==> config.mk <==
export PLATFORM = sky130hd
export DESIGN_NAME = lsu_dmem_master_flat
export DESIGN_NICKNAME = d
export VERILOG_FILES = /design/src/rtl/lsu_dmem_master_if.sv /design/src/rtl/lsu_dmem_master.sv /design/src/flat_wrapper.sv
export SDC_FILE = /design/constraint.sdc
export NUM_CORES = 1
export LEC_CHECK = 0
export CAP_MARGIN = 20
export CORE_ASPECT_RATIO = 0.9
export CORE_MARGIN = 5
export CORE_UTILIZATION = 52
export CTS_CLUSTER_SIZE = 14
export DETAILED_ROUTE_END_ITERATION = 16
export GPL_TIMING_DRIVEN = 0
export MAX_ROUTING_LAYER = met4
export PLACE_DENSITY = 0.87
export SLEW_MARGIN = 20
export SYNTH_ARGS = -nofsm -noshare
export SYNTH_HDL_FRONTEND = slang
export SYNTH_SLANG_ARGS = --single-unit
==> constraint.sdc <==
create_clock -name clk -period 9 [get_ports clk]
set_input_delay 1.8 -clock clk [delete_from_list [all_inputs] [get_ports clk]]
set_output_delay 1.8 -clock clk [all_outputs]
set_load 0.02 [all_outputs]
==> src/rtl/lsu_dmem_master_if.sv <==
// rtl/lsu_dmem_master_if.sv - request/response and dmem port bundle for lsu_dmem_master
interface lsu_dmem_master_if;
  // Core-side request
  logic        req_valid;
  logic        req_ready;
  logic        req_we;
  logic [2:0]  req_funct3;
  logic [31:0] req_addr;
  logic [31:0] req_wdata;
  // Core-side response
  logic        resp_valid;
  logic [31:0] resp_rdata;
  logic        resp_err;
  // dmem port (MemRW: 0 = write, 1 = read)
  logic [31:0] Address;
  logic [31:0] WriteData;
  logic        MemRW;
  logic [2:0]  funct3;
  logic [31:0] ReadData;

  modport master (
    input  req_valid, req_we, req_funct3, req_addr, req_wdata, ReadData,
    output req_ready, resp_valid, resp_rdata, resp_err,
    output Address, WriteData, MemRW, funct3
  );

  modport slave (
    output req_valid, req_we, req_funct3, req_addr, req_wdata, ReadData,
    input  req_ready, resp_valid, resp_rdata, resp_err,
    input  Address, WriteData, MemRW, funct3
  );
endinterface

==> src/rtl/lsu_dmem_master.sv <==
// rtl/lsu_dmem_master.sv - load/store initiator that splits misaligned accesses into byte cycles
module lsu_dmem_master #(
  parameter bit ALLOW_MISALIGNED = 1'b1
) (
  input logic               clk,
  input logic               rst,
  lsu_dmem_master_if.master bus
);

  typedef enum logic [1:0] {IDLE, ACCESS, SPLIT, DONE} state_t;

  state_t      state, state_nxt;
  logic [1:0]  idx, idx_nxt, idx_inc, last_idx;
  logic        lat_we, lat_we_nxt;
  logic [2:0]  lat_f3, lat_f3_nxt;
  logic [31:0] lat_addr, lat_addr_nxt;
  logic [31:0] lat_wdata, lat_wdata_nxt;
  logic [31:0] asm_q, asm_nxt, asm_full, asm_ext;
  logic        resp_valid_q, resp_valid_nxt;
  logic        resp_err_q, resp_err_nxt;
  logic [31:0] resp_rdata_q, resp_rdata_nxt;
  logic [31:0] address_q, address_nxt;
  logic [31:0] write_data_q, write_data_nxt;
  logic        mem_rw_q, mem_rw_nxt;
  logic [2:0]  dmem_f3_q, dmem_f3_nxt;
  logic        req_legal, req_misaligned;

  // Classify the incoming request: legal funct3 for its direction and natural alignment.
  always_comb begin
    req_legal      = 1'b0;
    req_misaligned = 1'b0;
    if (bus.req_we) begin
      req_legal = (bus.req_funct3 inside {3'b000, 3'b001, 3'b010});
    end else begin
      req_legal = (bus.req_funct3 inside {3'b000, 3'b001, 3'b010, 3'b100, 3'b101});
    end
    case (bus.req_funct3[1:0])
      2'b01:   req_misaligned = bus.req_addr[0];
      2'b10:   req_misaligned = (bus.req_addr[1:0] != 2'b00);
      default: req_misaligned = 1'b0;
    endcase
  end

  // Merge the byte read this cycle into the assembly value and apply the load extension.
  always_comb begin
    asm_full = asm_q;
    case (idx)
      2'd0:    asm_full[7:0]   = bus.ReadData[7:0];
      2'd1:    asm_full[15:8]  = bus.ReadData[7:0];
      2'd2:    asm_full[23:16] = bus.ReadData[7:0];
      default: asm_full[31:24] = bus.ReadData[7:0];
    endcase
    case (lat_f3)
      3'b001:  asm_ext = {{16{asm_full[15]}}, asm_full[15:0]};
      3'b101:  asm_ext = {16'h0000, asm_full[15:0]};
      default: asm_ext = asm_full;
    endcase
    last_idx = (lat_f3[1:0] == 2'b01) ? 2'd1 : 2'd3;
    idx_inc  = idx + 2'd1;
  end

  // Next state and next registered outputs; MemRW falls back to read unless a write is due.
  always_comb begin
    state_nxt      = state;
    idx_nxt        = idx;
    lat_we_nxt     = lat_we;
    lat_f3_nxt     = lat_f3;
    lat_addr_nxt   = lat_addr;
    lat_wdata_nxt  = lat_wdata;
    asm_nxt        = asm_q;
    resp_valid_nxt = 1'b0;
    resp_err_nxt   = resp_err_q;
    resp_rdata_nxt = resp_rdata_q;
    address_nxt    = address_q;
    write_data_nxt = write_data_q;
    mem_rw_nxt     = 1'b1;
    dmem_f3_nxt    = dmem_f3_q;
    case (state)
      IDLE: begin
        if (bus.req_valid) begin
          lat_we_nxt    = bus.req_we;
          lat_f3_nxt    = bus.req_funct3;
          lat_addr_nxt  = bus.req_addr;
          lat_wdata_nxt = bus.req_wdata;
          idx_nxt       = 2'd0;
          asm_nxt       = 32'h0;
          if (!req_legal || (req_misaligned && !ALLOW_MISALIGNED)) begin
            state_nxt      = DONE;
            resp_valid_nxt = 1'b1;
            resp_err_nxt   = 1'b1;
            resp_rdata_nxt = 32'h0;
          end else if (req_misaligned) begin
            state_nxt      = SPLIT;
            address_nxt    = bus.req_addr;
            dmem_f3_nxt    = bus.req_we ? 3'b000 : 3'b100;
            write_data_nxt = {24'h0, bus.req_wdata[7:0]};
            mem_rw_nxt     = ~bus.req_we;
          end else begin
            state_nxt      = ACCESS;
            address_nxt    = bus.req_addr;
            dmem_f3_nxt    = bus.req_funct3;
            write_data_nxt = bus.req_wdata;
            mem_rw_nxt     = ~bus.req_we;
          end
        end
      end
      ACCESS: begin
        state_nxt      = DONE;
        resp_valid_nxt = 1'b1;
        resp_err_nxt   = 1'b0;
        resp_rdata_nxt = lat_we ? 32'h0 : bus.ReadData;
      end
      SPLIT: begin
        asm_nxt = asm_full;
        if (idx == last_idx) begin
          state_nxt      = DONE;
          resp_valid_nxt = 1'b1;
          resp_err_nxt   = 1'b0;
          resp_rdata_nxt = lat_we ? 32'h0 : asm_ext;
        end else begin
          idx_nxt        = idx_inc;
          address_nxt    = lat_addr + {30'h0, idx_inc};
          write_data_nxt = {24'h0, lat_wdata[{idx_inc, 3'b000} +: 8]};
          mem_rw_nxt     = ~lat_we;
        end
      end
      DONE: begin
        state_nxt = IDLE;
      end
    endcase
  end

  // State and output registers; reset parks dmem in a harmless read of address 0.
  always_ff @(posedge clk or posedge rst) begin
    if (rst) begin
      state        <= IDLE;
      idx          <= 2'd0;
      lat_we       <= 1'b0;
      lat_f3       <= 3'b000;
      lat_addr     <= 32'h0;
      lat_wdata    <= 32'h0;
      asm_q        <= 32'h0;
      resp_valid_q <= 1'b0;
      resp_err_q   <= 1'b0;
      resp_rdata_q <= 32'h0;
      address_q    <= 32'h0;
      write_data_q <= 32'h0;
      mem_rw_q     <= 1'b1;
      dmem_f3_q    <= 3'b010;
    end else begin
      state        <= state_nxt;
      idx          <= idx_nxt;
      lat_we       <= lat_we_nxt;
      lat_f3       <= lat_f3_nxt;
      lat_addr     <= lat_addr_nxt;
      lat_wdata    <= lat_wdata_nxt;
      asm_q        <= asm_nxt;
      resp_valid_q <= resp_valid_nxt;
      resp_err_q   <= resp_err_nxt;
      resp_rdata_q <= resp_rdata_nxt;
      address_q    <= address_nxt;
      write_data_q <= write_data_nxt;
      mem_rw_q     <= mem_rw_nxt;
      dmem_f3_q    <= dmem_f3_nxt;
    end
  end

  assign bus.req_ready  = (state == IDLE);
  assign bus.resp_valid = resp_valid_q;
  assign bus.resp_err   = resp_err_q;
  assign bus.resp_rdata = resp_rdata_q;
  assign bus.Address    = address_q;
  assign bus.WriteData  = write_data_q;
  assign bus.MemRW      = mem_rw_q;
  assign bus.funct3     = dmem_f3_q;

endmodule
==> src/flat_wrapper.sv <==
// flat-port wrapper written by rule: the top's interface ports become plain ports
module lsu_dmem_master_flat 
#(
  parameter bit ALLOW_MISALIGNED = 1'b1
)
  (clk, rst, bus_req_valid, bus_req_we, bus_req_funct3, bus_req_addr, bus_req_wdata, bus_ReadData, bus_req_ready, bus_resp_valid, bus_resp_rdata, bus_resp_err, bus_Address, bus_WriteData, bus_MemRW, bus_funct3);
  lsu_dmem_master_if bus_i ();
  input logic clk;
  input logic rst;
  input wire logic [$bits(bus_i.req_valid)-1:0] bus_req_valid;
  input wire logic [$bits(bus_i.req_we)-1:0] bus_req_we;
  input wire logic [$bits(bus_i.req_funct3)-1:0] bus_req_funct3;
  input wire logic [$bits(bus_i.req_addr)-1:0] bus_req_addr;
  input wire logic [$bits(bus_i.req_wdata)-1:0] bus_req_wdata;
  input wire logic [$bits(bus_i.ReadData)-1:0] bus_ReadData;
  output wire logic [$bits(bus_i.req_ready)-1:0] bus_req_ready;
  output wire logic [$bits(bus_i.resp_valid)-1:0] bus_resp_valid;
  output wire logic [$bits(bus_i.resp_rdata)-1:0] bus_resp_rdata;
  output wire logic [$bits(bus_i.resp_err)-1:0] bus_resp_err;
  output wire logic [$bits(bus_i.Address)-1:0] bus_Address;
  output wire logic [$bits(bus_i.WriteData)-1:0] bus_WriteData;
  output wire logic [$bits(bus_i.MemRW)-1:0] bus_MemRW;
  output wire logic [$bits(bus_i.funct3)-1:0] bus_funct3;
  assign bus_i.req_valid = bus_req_valid;
  assign bus_i.req_we = bus_req_we;
  assign bus_i.req_funct3 = bus_req_funct3;
  assign bus_i.req_addr = bus_req_addr;
  assign bus_i.req_wdata = bus_req_wdata;
  assign bus_i.ReadData = bus_ReadData;
  assign bus_req_ready = bus_i.req_ready;
  assign bus_resp_valid = bus_i.resp_valid;
  assign bus_resp_rdata = bus_i.resp_rdata;
  assign bus_resp_err = bus_i.resp_err;
  assign bus_Address = bus_i.Address;
  assign bus_WriteData = bus_i.WriteData;
  assign bus_MemRW = bus_i.MemRW;
  assign bus_funct3 = bus_i.funct3;
  lsu_dmem_master #(.ALLOW_MISALIGNED(ALLOW_MISALIGNED)) u_core (.clk(clk), .rst(rst), .bus(bus_i));
endmodule
-- After elaboration in Yosys (flattened, before gate mapping)
Index checks and enable logic that the tools add are counted.
- bits of input ports: 103
- register bits after elaboration: 206
- logic and storage cells: 102
- output and inout port bits: 103
- mux-type cells: 47
- bitwise logic cells: 2
- equal/unequal tests: 20
- add/sub/neg operators: 2
- shifts and indexed selects: 1
- reductions and logical operators: 16
- operators by type and width (cell ; count):
    2-to-1 mux 32 bit ; 13
    case mux 32 bit (2 select lines) ; 4
    case mux 32 bit (3 select lines) ; 1
    adder 32 x 2 -> 32 bit ; 1
    2-to-1 mux 8 bit ; 4
    variable part select 32 x 6 -> 8 bit ; 1
    2-to-1 mux 2 bit ; 7
    2-to-1 mux 1 bit ; 10
    equality test 3 bit (second input constant) ; 3
    equality test 2 x 1 -> 1 bit (second input constant) ; 4
    equality test 2 bit (second input constant) ; 4
    case mux 2 bit (4 select lines) ; 1
    AND reduction 4 bit ; 2
    equality test 3 x 1 -> 1 bit (second input constant) ; 2
    2-to-1 mux 3 bit ; 2
    inequality test 2 bit (second input constant) ; 3
    case mux 1 bit (3 select lines) ; 2
    AND reduction 2 bit ; 3
    AND reduction 3 bit ; 2
    nonzero test 3 bit ; 2
    nonzero test 5 bit ; 1
    zero test 2 bit ; 2
    inequality test 2 x 1 -> 1 bit (second input constant) ; 2
    case mux 1 bit (2 select lines) ; 2
    8 further kinds ; 10

-- Longest topological paths before layout
Gate-level depths: netlist (run 1).
- word-level depth: 7
- mapped depth: 10
- mapped depth without buffers: 9

-- Worst setup path before layout (run 1)
No wires, ideal clock.
- path kind: input port to flip-flop
- start: in bus_req_funct3[0]
- end: reg u_core.resp_rdata_q[6] (netlist: u_core.bus.resp_rdata[6])
- cell stages on the path: 10
- data required time: 8.926 ns
- path slack: 5.253 ns
- arrival time: 3.672 ns
- buffers on the path: 2
- library setup time: 0.074 ns
- cells stage by stage: inv_1 > ha_1 > and2b_1 > mux2i_2 > o21a_1 > or3_1 > buf_2 > or3b_4 > buf_6 > o21ai_2
- longest elaborated chain between the ends: 5
- elaborated cells on any way between the ends: 10
- those cells by class: eq/ne: 5; mux: 1; reduce/logical: 4
- RTL lines (element ; RTL line ; source):
    start, declared ; flat_wrapper.sv:12 ; input wire logic [$bits(bus_i.req_funct3)-1:0] bus_req_funct3;
    equality test 3 x 1 -> 1 bit, or another cell as far along ; lsu_dmem_master.sv:33, lsu_dmem_master.sv:35 ;
    nonzero test 5 bit or nonzero test 3 bit (tied branches) ; lsu_dmem_master.sv:35, lsu_dmem_master.sv:33 ;
    2-to-1 mux 1 bit (*) ; lsu_dmem_master.sv:32 ; if (bus.req_we) begin
    inequality test 2 bit (no line) (*) ; - ;
    AND reduction 4 bit (no line) (*) ; - ;
    end signal, assigned ; lsu_dmem_master.sv:160 ; resp_rdata_q <= resp_rdata_nxt;
    end, declared ; lsu_dmem_master.sv:21 ; logic [31:0] resp_rdata_q, resp_rdata_nxt;
Mark *: on every way between the ends. The rest lies on a longest branch, timed or not.
A chain may end at the register's enable or synchronous reset.

-- Worst setup path in the final report (run 1)
- start: in bus_req_funct3[0]
- end: reg u_core.address_q[0] (netlist: u_core.bus.Address[0])
- longest elaborated chain between the ends: 5
- elaborated cells on any way between the ends: 10
- those cells by class: eq/ne: 5; mux: 1; reduce/logical: 4
- RTL lines (element ; RTL line ; source):
    equality test 3 x 1 -> 1 bit, or another cell as far along ; lsu_dmem_master.sv:33, lsu_dmem_master.sv:35 ;
    nonzero test 5 bit or nonzero test 3 bit (tied branches) ; lsu_dmem_master.sv:35, lsu_dmem_master.sv:33 ;
    2-to-1 mux 1 bit (*) ; lsu_dmem_master.sv:32 ;
    inequality test 2 x 1 -> 1 bit (no line) (*) ; - ;
    AND reduction 4 bit (no line) (*) ; - ;
    end signal, assigned ; lsu_dmem_master.sv:161 ; address_q <= address_nxt;
    end, declared ; lsu_dmem_master.sv:22 ; logic [31:0] address_q, address_nxt;
Marked as above.

==> impl_metrics.ini, run 1 <==
[clock_network]
cts_resized = 0
htree_levels = 1
post_cts_buffers = 0
clk_latency_ns = 0.51
cts_made_buffers = 22
clk_path_buf_depth = 3
cts_tree = done
cts_root_buf = clkbuf_16
cts.sinks = 206
ctsHoldBuffers = 0
clk_pin_slew_ns = 0.06

[finish]
stdcell_count = 1465
fin_nets = 1315
utilization = 0.690
n_fill_cell = 1411
mostFrequentLayoutCells = 204 x dfrtp_1, 197 x clkdlybuf4s50_1, 158 x nand2_1
drive_above_1_share = 0.120
syn2layout_area_growth_pct = 30.8
final_common_cell = dfrtp_1

[setup_path]
path_max_fanout = 10
cp_cell_sequence = clkdlybuf4s50_1 -> inv_1 -> ha_1 -> and2b_1 -> mux2i_2 -> a21bo_2 -> o211ai_1 -> clkbuf_1 -> buf_1 -> o21ai_0
rrSetupSlack_ns = 5.37
reg2reg_from = u_core.idx[0]
path_class = in -> reg
end_kind = flop
reg2reg_to = u_core.bus.Address[31]
slowest_delay_ns = 0.56
worst_setup_path_start_kind = input pin
cp_data_required_time_ns = 9.36
reg2regPathDepth = 10
cp.arrival_ns = 4.76
crit_slowest_cell = buf_1

[placement]
io_buffers = 197
dp_cells = 1423
hpwl_um = 21100
globalplace.congestion = 0.917
preCtsSetupSlack_ns = 4.14

[drt]
vias_per_cell = 5.82
drt_pre_antenna_iters = 5
avgRoutedWirePerCell_um = 19.8
drt_wl_total_um = 29000
remaining_drc_errors = 0
vias = 8525
first_iter_violations = 614
drtAntennaViolNets = 0

[hold_path]
min_to = u_core.bus.resp_rdata[9]
hold_start = u_core.bus.resp_rdata[9]
hold-path-cell-count = 2
hold_class = reg -> reg

[logic_synthesis]
yosys_warnings = 0
yosys.area.top_type = dfrtp_1
synthArstFlopShare = 1.00
syn-mean-instance-area_um2 = 10.4
syn_nets = 1092
ys_types = 54
synthesis.area_um2 = 10100
syn_inst = 974
synth_edf_count = 0
synth_flop_cell = dfrtp_1
ys_seq_elements = 206
ys_top_cells_by_area = dfrtp_1 50%, mux2_2 7.3%, nand2_1 5.9%, o21ai_0 3.7%, mux2i_1 3.5%
ys_seq_area_frac = 0.510
netlist.area_leader.share = 0.505

[global_route]
grt-ovfl-total = 0
grt_max_degree = 97
grt_pass1_vias = 8554
track_usage = 0.267
grt_pass1_wl_um = 46000
antenna_found_initial = 2

[sta]
hold_viol_final = 0
worst_pin_slew_ns = 0.917
setup_viol = 0
skew_ns = 0.0151
holdWs_ns = 0.478
finalWorstSetupSlack_ns = 4.60
fmax_mhz = 227
min_period_ns = 4.40
min_period_over_period = 0.489
slew_violations = 0
slew_headroom = 0.388
rsz0062_at_grt = false

[die]
die_width_um = 157
dieArea_um2 = 22300
die_h_um = 142
coreArea_um2 = 19200
io_pins = 206
row_count = 48
start_util = 0.528

[pwr]
p_clk_frac = 0.182
leakagePower_nw = 5.64
peakVddDrop_mv = 0.191
power_density_nw_per_um2 = 390
combPwrFrac = 0.500
seq_power_share = 0.318
p_sw_mw = 2.13
swShare = 0.413
cell_internal_pwr_mw = 3.03

[outcome]
outcome = complete, no violations

[flow_run]
max-cap-violations = 0
## registers in the layout, summed over array words and instances, names as in the netlist
name	cells
u_core.bus.WriteData	32
u_core.bus.MemRW	1
u_core.bus.Address	32
u_core.idx	2
u_core.state	2
u_core.bus.resp_rdata	32
u_core.bus.resp_err	1
u_core.lat_we	1
u_core.lat_f3	3
u_core.asm_q	32
u_core.bus.funct3	3
u_core.lat_wdata	32
u_core.lat_addr	32
u_core.bus.resp_valid	1
## synthesized netlist by cell type (19+ instances only)
library cell,count
mux2i_1,35
o21ai_0,74
a22oi_1,20
a21oi_1,41
nor2_1,37
a22o_1,25
o21ai_1,19
dfrtp_1,204
xor2_1,21
nand2_1,158
clkbuf_1,50
nor2b_1,22
nand3_1,25
mux2_2,66
## power groups by stage
stage	Combinational (mW)	Sequential, mW	Clock (mW)
after detailed placement	2.56	1.65	0
after global routing	2.80	1.70	0.990
final	2.58	1.64	0.939
after CTS	2.58	1.64	0.950
after floorplan	1.41	1.82	0
after global placement	2.49	1.63	0
## worst max-delay path by stage
stage / start / slack, ns / to / cells after the start
6_report: bus_req_funct3[0] / 4.60 / u_core.bus.Address[0] / 10
5_1_grt: bus_req_funct3[1] / 4.46 / u_core.bus.Address[1] / 10
3_5_place_dp: bus_req_funct3[0] / 4.14 / u_core.bus.Address[0] / 10
2_1_floorplan: rst / 1.58 / u_core.asm_q[0] / 1
4_1_cts: bus_req_funct3[0] / 4.65 / u_core.bus.Address[0] / 10
3_3_place_gp: rst / -1.06 / u_core.bus.WriteData[12] / 2
## metrics by stage
stage / TNS, ns / total power [mW] / instance area, um2
final: 0 / 5.16 / 13200
after CTS: 0 / 5.17 / 13200
after detailed placement: 0 / 4.21 / 12500
after global routing: 0 / 5.49 / 13200
after floorplan: 0 / 3.23 / 10100
after global placement: -212.10 / 4.11 / 12400
## critical path: cells and delay by family
family / cells / cell delay (ns)
buf+inv: 4 / 1.63
compound gates: 3 / 0.72
simple gates: 1 / 0.24
mux: 1 / 0.13
fa+ha+maj: 1 / 0.22
## layout make-up
type	count	area [um2]	area share
Sequential cell	206	5160	0.390
Multi-Input combinational cell	688	4630	0.350
Inverter	13	56.3	0.00426
Timing Repair Buffer	199	2030	0.153
Clock inverter	9	97.6	0.00738
Antenna cell	2	5.00	0.000379
Buffer	67	282	0.0213
Clock buffer	31	656	0.0496
Tap cell	250	313	0.0237
## layer usage
metal | global-route usage | vias to the layer above | share of wire
li1 | - | 3864 | -
met1 | 0.364 | 4208 | 0.41
met2 | 0.408 | 385 | 0.47
met3 | 0.0559 | 68 | 0.086
met4 | 0.0781 | 0 | 0.032
met5 | - | - | 0
## logic make-up (layout without fill, tap and decap cells)
kind of cell    Yosys count  count (layout)  synth area share
simple gates            297             297             0.136
compound gates          236             236             0.148
flops                   206             206             0.510
mux                     110             110             0.127
buf+inv                  80             319            0.0327
xor+xnor                 30              30            0.0260
fa+ha+maj                15              15            0.0193
other cells               0               2                 0
Power figures use the tool's default switching activity.
==> run 2, diff against run 1 <==
Clock period 9 ns to 4.4 ns, I/O delays scaled along.
==> run 2 against run 1 <==
  * Power increased by 100%
  * Via count is 0.27% lower
  * Critical path depth unchanged
  * Cell count rose by 0.27%
  * Register-to-register slack lost 4.6 ns
  * Non-clock buffer count is 5 higher
==> impl_metrics.ini, run 2 (synthesis gave the netlist of run 1 again) <==
[global_route]
antenna_found_initial = 1
grt_pass1_vias = 8767
grt_max_degree = 35
grt-ovfl-total = 0
track_usage = 0.271
grt_pass1_wl_um = 46900

[clock_network]
cts_resized = 0
clk_latency_ns = 0.51
post_cts_buffers = 0
cts.sinks = 206
ctsHoldBuffers = 0
clk_pin_slew_ns = 0.06
htree_levels = 1
cts_root_buf = clkbuf_16
clk_path_buf_depth = 3
cts_tree = done
cts_made_buffers = 22

[finish]
n_fill_cell = 1413
final_common_cell = dfrtp_1
fin_nets = 1320
drive_above_1_share = 0.120
syn2layout_area_growth_pct = 31.5
stdcell_count = 1469
utilization = 0.694
regArea_um2 = 5160
final_cell_area_um2 = 13300
multi_input_area_um2 = 4630
mostFrequentLayoutCells = 204 x dfrtp_1, 197 x clkdlybuf4s50_1, 158 x nand2_1

[hold_path]
hold-path-cell-count = 2
min_to = u_core.bus.Address[9]
hold_start = u_core.bus.Address[9]
hold_class = reg -> reg

[sta]
worst_pin_slew_ns = 0.945
min_period_over_period = 0.833
skew_ns = 0.0137
setup_viol = 0
slew_headroom = 0.370
hold_viol_final = 0
rsz0062_at_grt = false
fmax_mhz = 273
slew_violations = 0
fin_setup_tns_ns = 0
min_period_ns = 3.66
finalWorstSetupSlack_ns = 0.736
holdWs_ns = 0.476

[setup_path]
rrSetupSlack_ns = 0.74
path_class = reg -> reg
end_kind = flop
reg2regPathDepth = 10
reg2reg_to = u_core.bus.Address[31]
worst_setup_path_start_kind = flop
reg2reg_from = u_core.idx[0]
cp_data_required_time_ns = 4.76
path_max_fanout = 10
cp.arrival_ns = 4.02

[placement]
hpwl_um = 21400
preCtsSetupSlack_ns = 0.379
io_buffers = 197
globalplace.congestion = 0.940
placed_area_um2 = 12600
dp_cells = 1428

[die]
coreArea_um2 = 19200
row_count = 48
dieArea_um2 = 22300
start_util = 0.528
die_width_um = 157
die_h_um = 142
io_pins = 206

[drt]
drt_pre_antenna_iters = 5
avgRoutedWirePerCell_um = 20.0
drt_wl_total_um = 29400
drtAntennaViolNets = 0
vias = 8502
vias_per_cell = 5.79
remaining_drc_errors = 0
first_iter_violations = 567

[pwr]
p_total_mw = 10.6
leakagePower_nw = 5.66
power_density_nw_per_um2 = 795
peakVddDrop_mv = 0.473

[outcome]
outcome = complete, no violations

[flow_run]
max-cap-violations = 0
run 2: cell type report:
type                       count  share of cell area
sequential                   206               0.388
multi-input combinational    688               0.348
timing repair buffer         204               0.159
clock buffer                  33              0.0476
tap                          250              0.0235
buffer                        67              0.0212
clock inverter                 7             0.00847
inverter                      13             0.00395
antenna                        1            0.000188
run 2: per-layer routing:
layer	global-route usage	up-vias	wire, um
met5	-	-	0
met4	0.0877	0	994
met3	0.0617	78	2450
met2	0.426	370	13700
met1	0.351	4178	12200
li1	-	3876	-
run 2: how the worst max path moves through the flow:
stage	end	cells after the start	slack (ns)	from
2_1_floorplan	u_core.asm_q[0]	1	0.85	rst
3_3_place_gp	u_core.bus.WriteData[12]	2	-0.74	rst
3_5_place_dp	u_core.bus.Address[1]	10	0.38	bus_req_funct3[0]
4_1_cts	u_core.bus.Address[31]	10	0.78	u_core.idx[0]
5_1_grt	u_core.bus.Address[31]	10	0.58	u_core.idx[0]
6_report	u_core.bus.Address[31]	10	0.74	u_core.idx[0]
run 2: worst max-delay path, cell delays in order, from the launching register on:
cell and delay (ns):
dfrtp_1 0.58, clkbuf_1 0.56, inv_1 0.26, ha_1 0.41
ha_1 0.31, a21o_1 0.18, nand2_1 0.23, or3_1 0.43
nor3_1 0.26, xnor2_1 0.16, o221ai_1 0.13
run 2: where the power goes:
| part | internal (mW) | switching [mW] | total, mW |
|---|---|---|---|
| logic | 2.28 | 2.99 | 5.28 |
| clock network | 1.17 | 0.752 | 1.92 |
| registers | 2.77 | 0.609 | 3.38 |
==> run 3, diff against run 2 <==
Settings changed: CORE_UTILIZATION 52 to 47, PLACE_DENSITY 0.87 to 0.83.
Clock period 4.4 ns to 3.31 ns, I/O delays scaled along.
==> run 3 against run 2 <==
  * First-iteration DRC count up 10%
  * Cell count up 2.5%
  * Critical path depth unchanged
  * Non-clock buffer count unchanged
  * Clock skew up 0.0017 ns
  * Cell area up 0.31%
  * Power up 32%
  * Sequential share of layout area down 0.11 points
  * Sequential power up 33%
  * Critical path type is now in -> reg
  * Largest cell class unchanged
==> impl_metrics.ini, run 3 (synthesis gave the netlist of run 1 again) <==
[sta]
min_period_ns = 3.11
slew_headroom = 0.448
worst_pin_slew_ns = 0.829
hold_viol_final = 0
rsz0062_at_grt = false
fin_setup_tns_ns = 0
min_period_over_period = 0.941
skew_ns = 0.0153
fmax_mhz = 321
slew_violations = 0
holdWs_ns = 0.475
setup_viol = 0

[drt]
remaining_drc_errors = 0
drt_pre_antenna_iters = 5
avgRoutedWirePerCell_um = 19.7
drt_wl_total_um = 29700
vias_per_cell = 5.59
drtAntennaViolNets = 0
vias = 8412
first_iter_violations = 625

[pwr]
power_density_nw_per_um2 = 1050
peakVddDrop_mv = 0.681
leakagePower_nw = 5.68

[global_route]
grtUsageMet1 = 0.319
grt_max_degree = 36
grt_busiest_layer = met2
track_usage = 0.246
antenna_found_initial = 0
grt_pass1_wl_um = 46800
grt_pass1_vias = 8656
use_met3 = 0.0547
grt.met2_usage = 0.392
grt-ovfl-total = 0

[clock_network]
clk_latency_ns = 0.51
cts_made_buffers = 23
clk_path_buf_depth = 3
clk_pin_slew_ns = 0.06
cts_resized = 2
cts.sinks = 206
cts_root_buf = clkbuf_16
ctsHoldBuffers = 0
htree_levels = 1
post_cts_buffers = 0
cts_tree = done

[setup_path]
cp_cell_sequence = clkdlybuf4s50_1 -> inv_1 -> ha_1 -> and2b_1 -> mux2i_2 -> a21bo_2 -> o211ai_1 -> clkbuf_2 -> buf_1 -> o221ai_1
reg2regPathDepth = 10
worst_setup_path_start_kind = input pin
rrSetupSlack_ns = 0.20
reg2reg_from = u_core.idx[0]
cp.arrival_ns = 3.46
reg2reg_to = u_core.bus.Address[31]
path_max_fanout = 10
crit_slowest_cell = clkdlybuf4s50_1
end_kind = flop
slowest_delay_ns = 0.51
cp_data_required_time_ns = 3.66
path_class = in -> reg

[finish]
drive_above_1_share = 0.129
syn2layout_area_growth_pct = 31.9
antenna_cells = 0
mostFrequentLayoutCells = 203 x dfrtp_1, 197 x clkdlybuf4s50_1, 158 x nand2_1
stdcell_count = 1506
final_common_cell = dfrtp_1
utilization = 0.637
fin_nets = 1321

[hold_path]
hold-path-cell-count = 2
hold_class = reg -> reg
hold_start = u_core.bus.resp_rdata[3]
min_to = u_core.bus.resp_rdata[3]

[die]
row_count = 50
die_width_um = 165
dieArea_um2 = 24600
die_h_um = 149
io_pins = 206
start_util = 0.483
coreArea_um2 = 21000

[placement]
hpwl_um = 21900
io_buffers = 197
dp_cells = 1464
globalplace.congestion = 0.905

[flow_run]
max-cap-violations = 0

[outcome]
outcome = complete, no violations
## run 3: area by class of cell
cell class                      instances  area (um2)
Buffer                                 67         289
Clock buffer                           30         632
Clock inverter                         12         104
Fill cell                            1692        7610
Inverter                               13        52.6
Multi-Input combinational cell        688        4630
Sequential cell                       206        5160
Tap cell                              286         358
Timing Repair Buffer                  204        2120
## run 3: routing by layer
layer,vias to the layer above,wire length (um)
met5,-,0
met4,0,867
met3,61,2020
met2,302,14100
met1,4151,12700
li1,3898,-
## run 3: critical path: cells and delay by family
kind                       cells  cell delay [ns]
buffers and inverters          4             1.43
AOI/OAI and AO/OA              3             0.78
and+or+nand+nor                1             0.23
adders and majority gates      1             0.20
muxes                          1             0.13
## run 3: power breakdown
part / internal [mW] / switching, mW
sequential: 3.68 / 0.818
combinational: 3.04 / 4.00
clock: 1.44 / 1.04
## run 3: stage by stage
step                      power (mW)  instance area, um2  worst slack [ns]
after floorplan                 8.78               10100           -0.0226
after global placement          11.2               12400             -1.65
after detailed placement        11.5               12600            -0.507
after CTS                       14.0               13300            0.0356
after global routing            14.9               13300           0.00583
final                           14.0               13300             0.196
## run 3: how the worst max path moves through the flow
stage                                 start                       end  slack, ns  depth (start not counted)
final                     bus_req_funct3[0]    u_core.bus.Address[25]       0.20                         10
after global routing      bus_req_funct3[0]    u_core.bus.Address[27]      0.006                         10
after CTS                 bus_req_funct3[0]    u_core.bus.Address[13]       0.04                         10
after detailed placement  bus_req_funct3[0]    u_core.bus.Address[10]      -0.51                         10
after global placement                  rst  u_core.bus.WriteData[12]      -1.65                          2
after floorplan                         rst           u_core.asm_q[0]      -0.02                          1
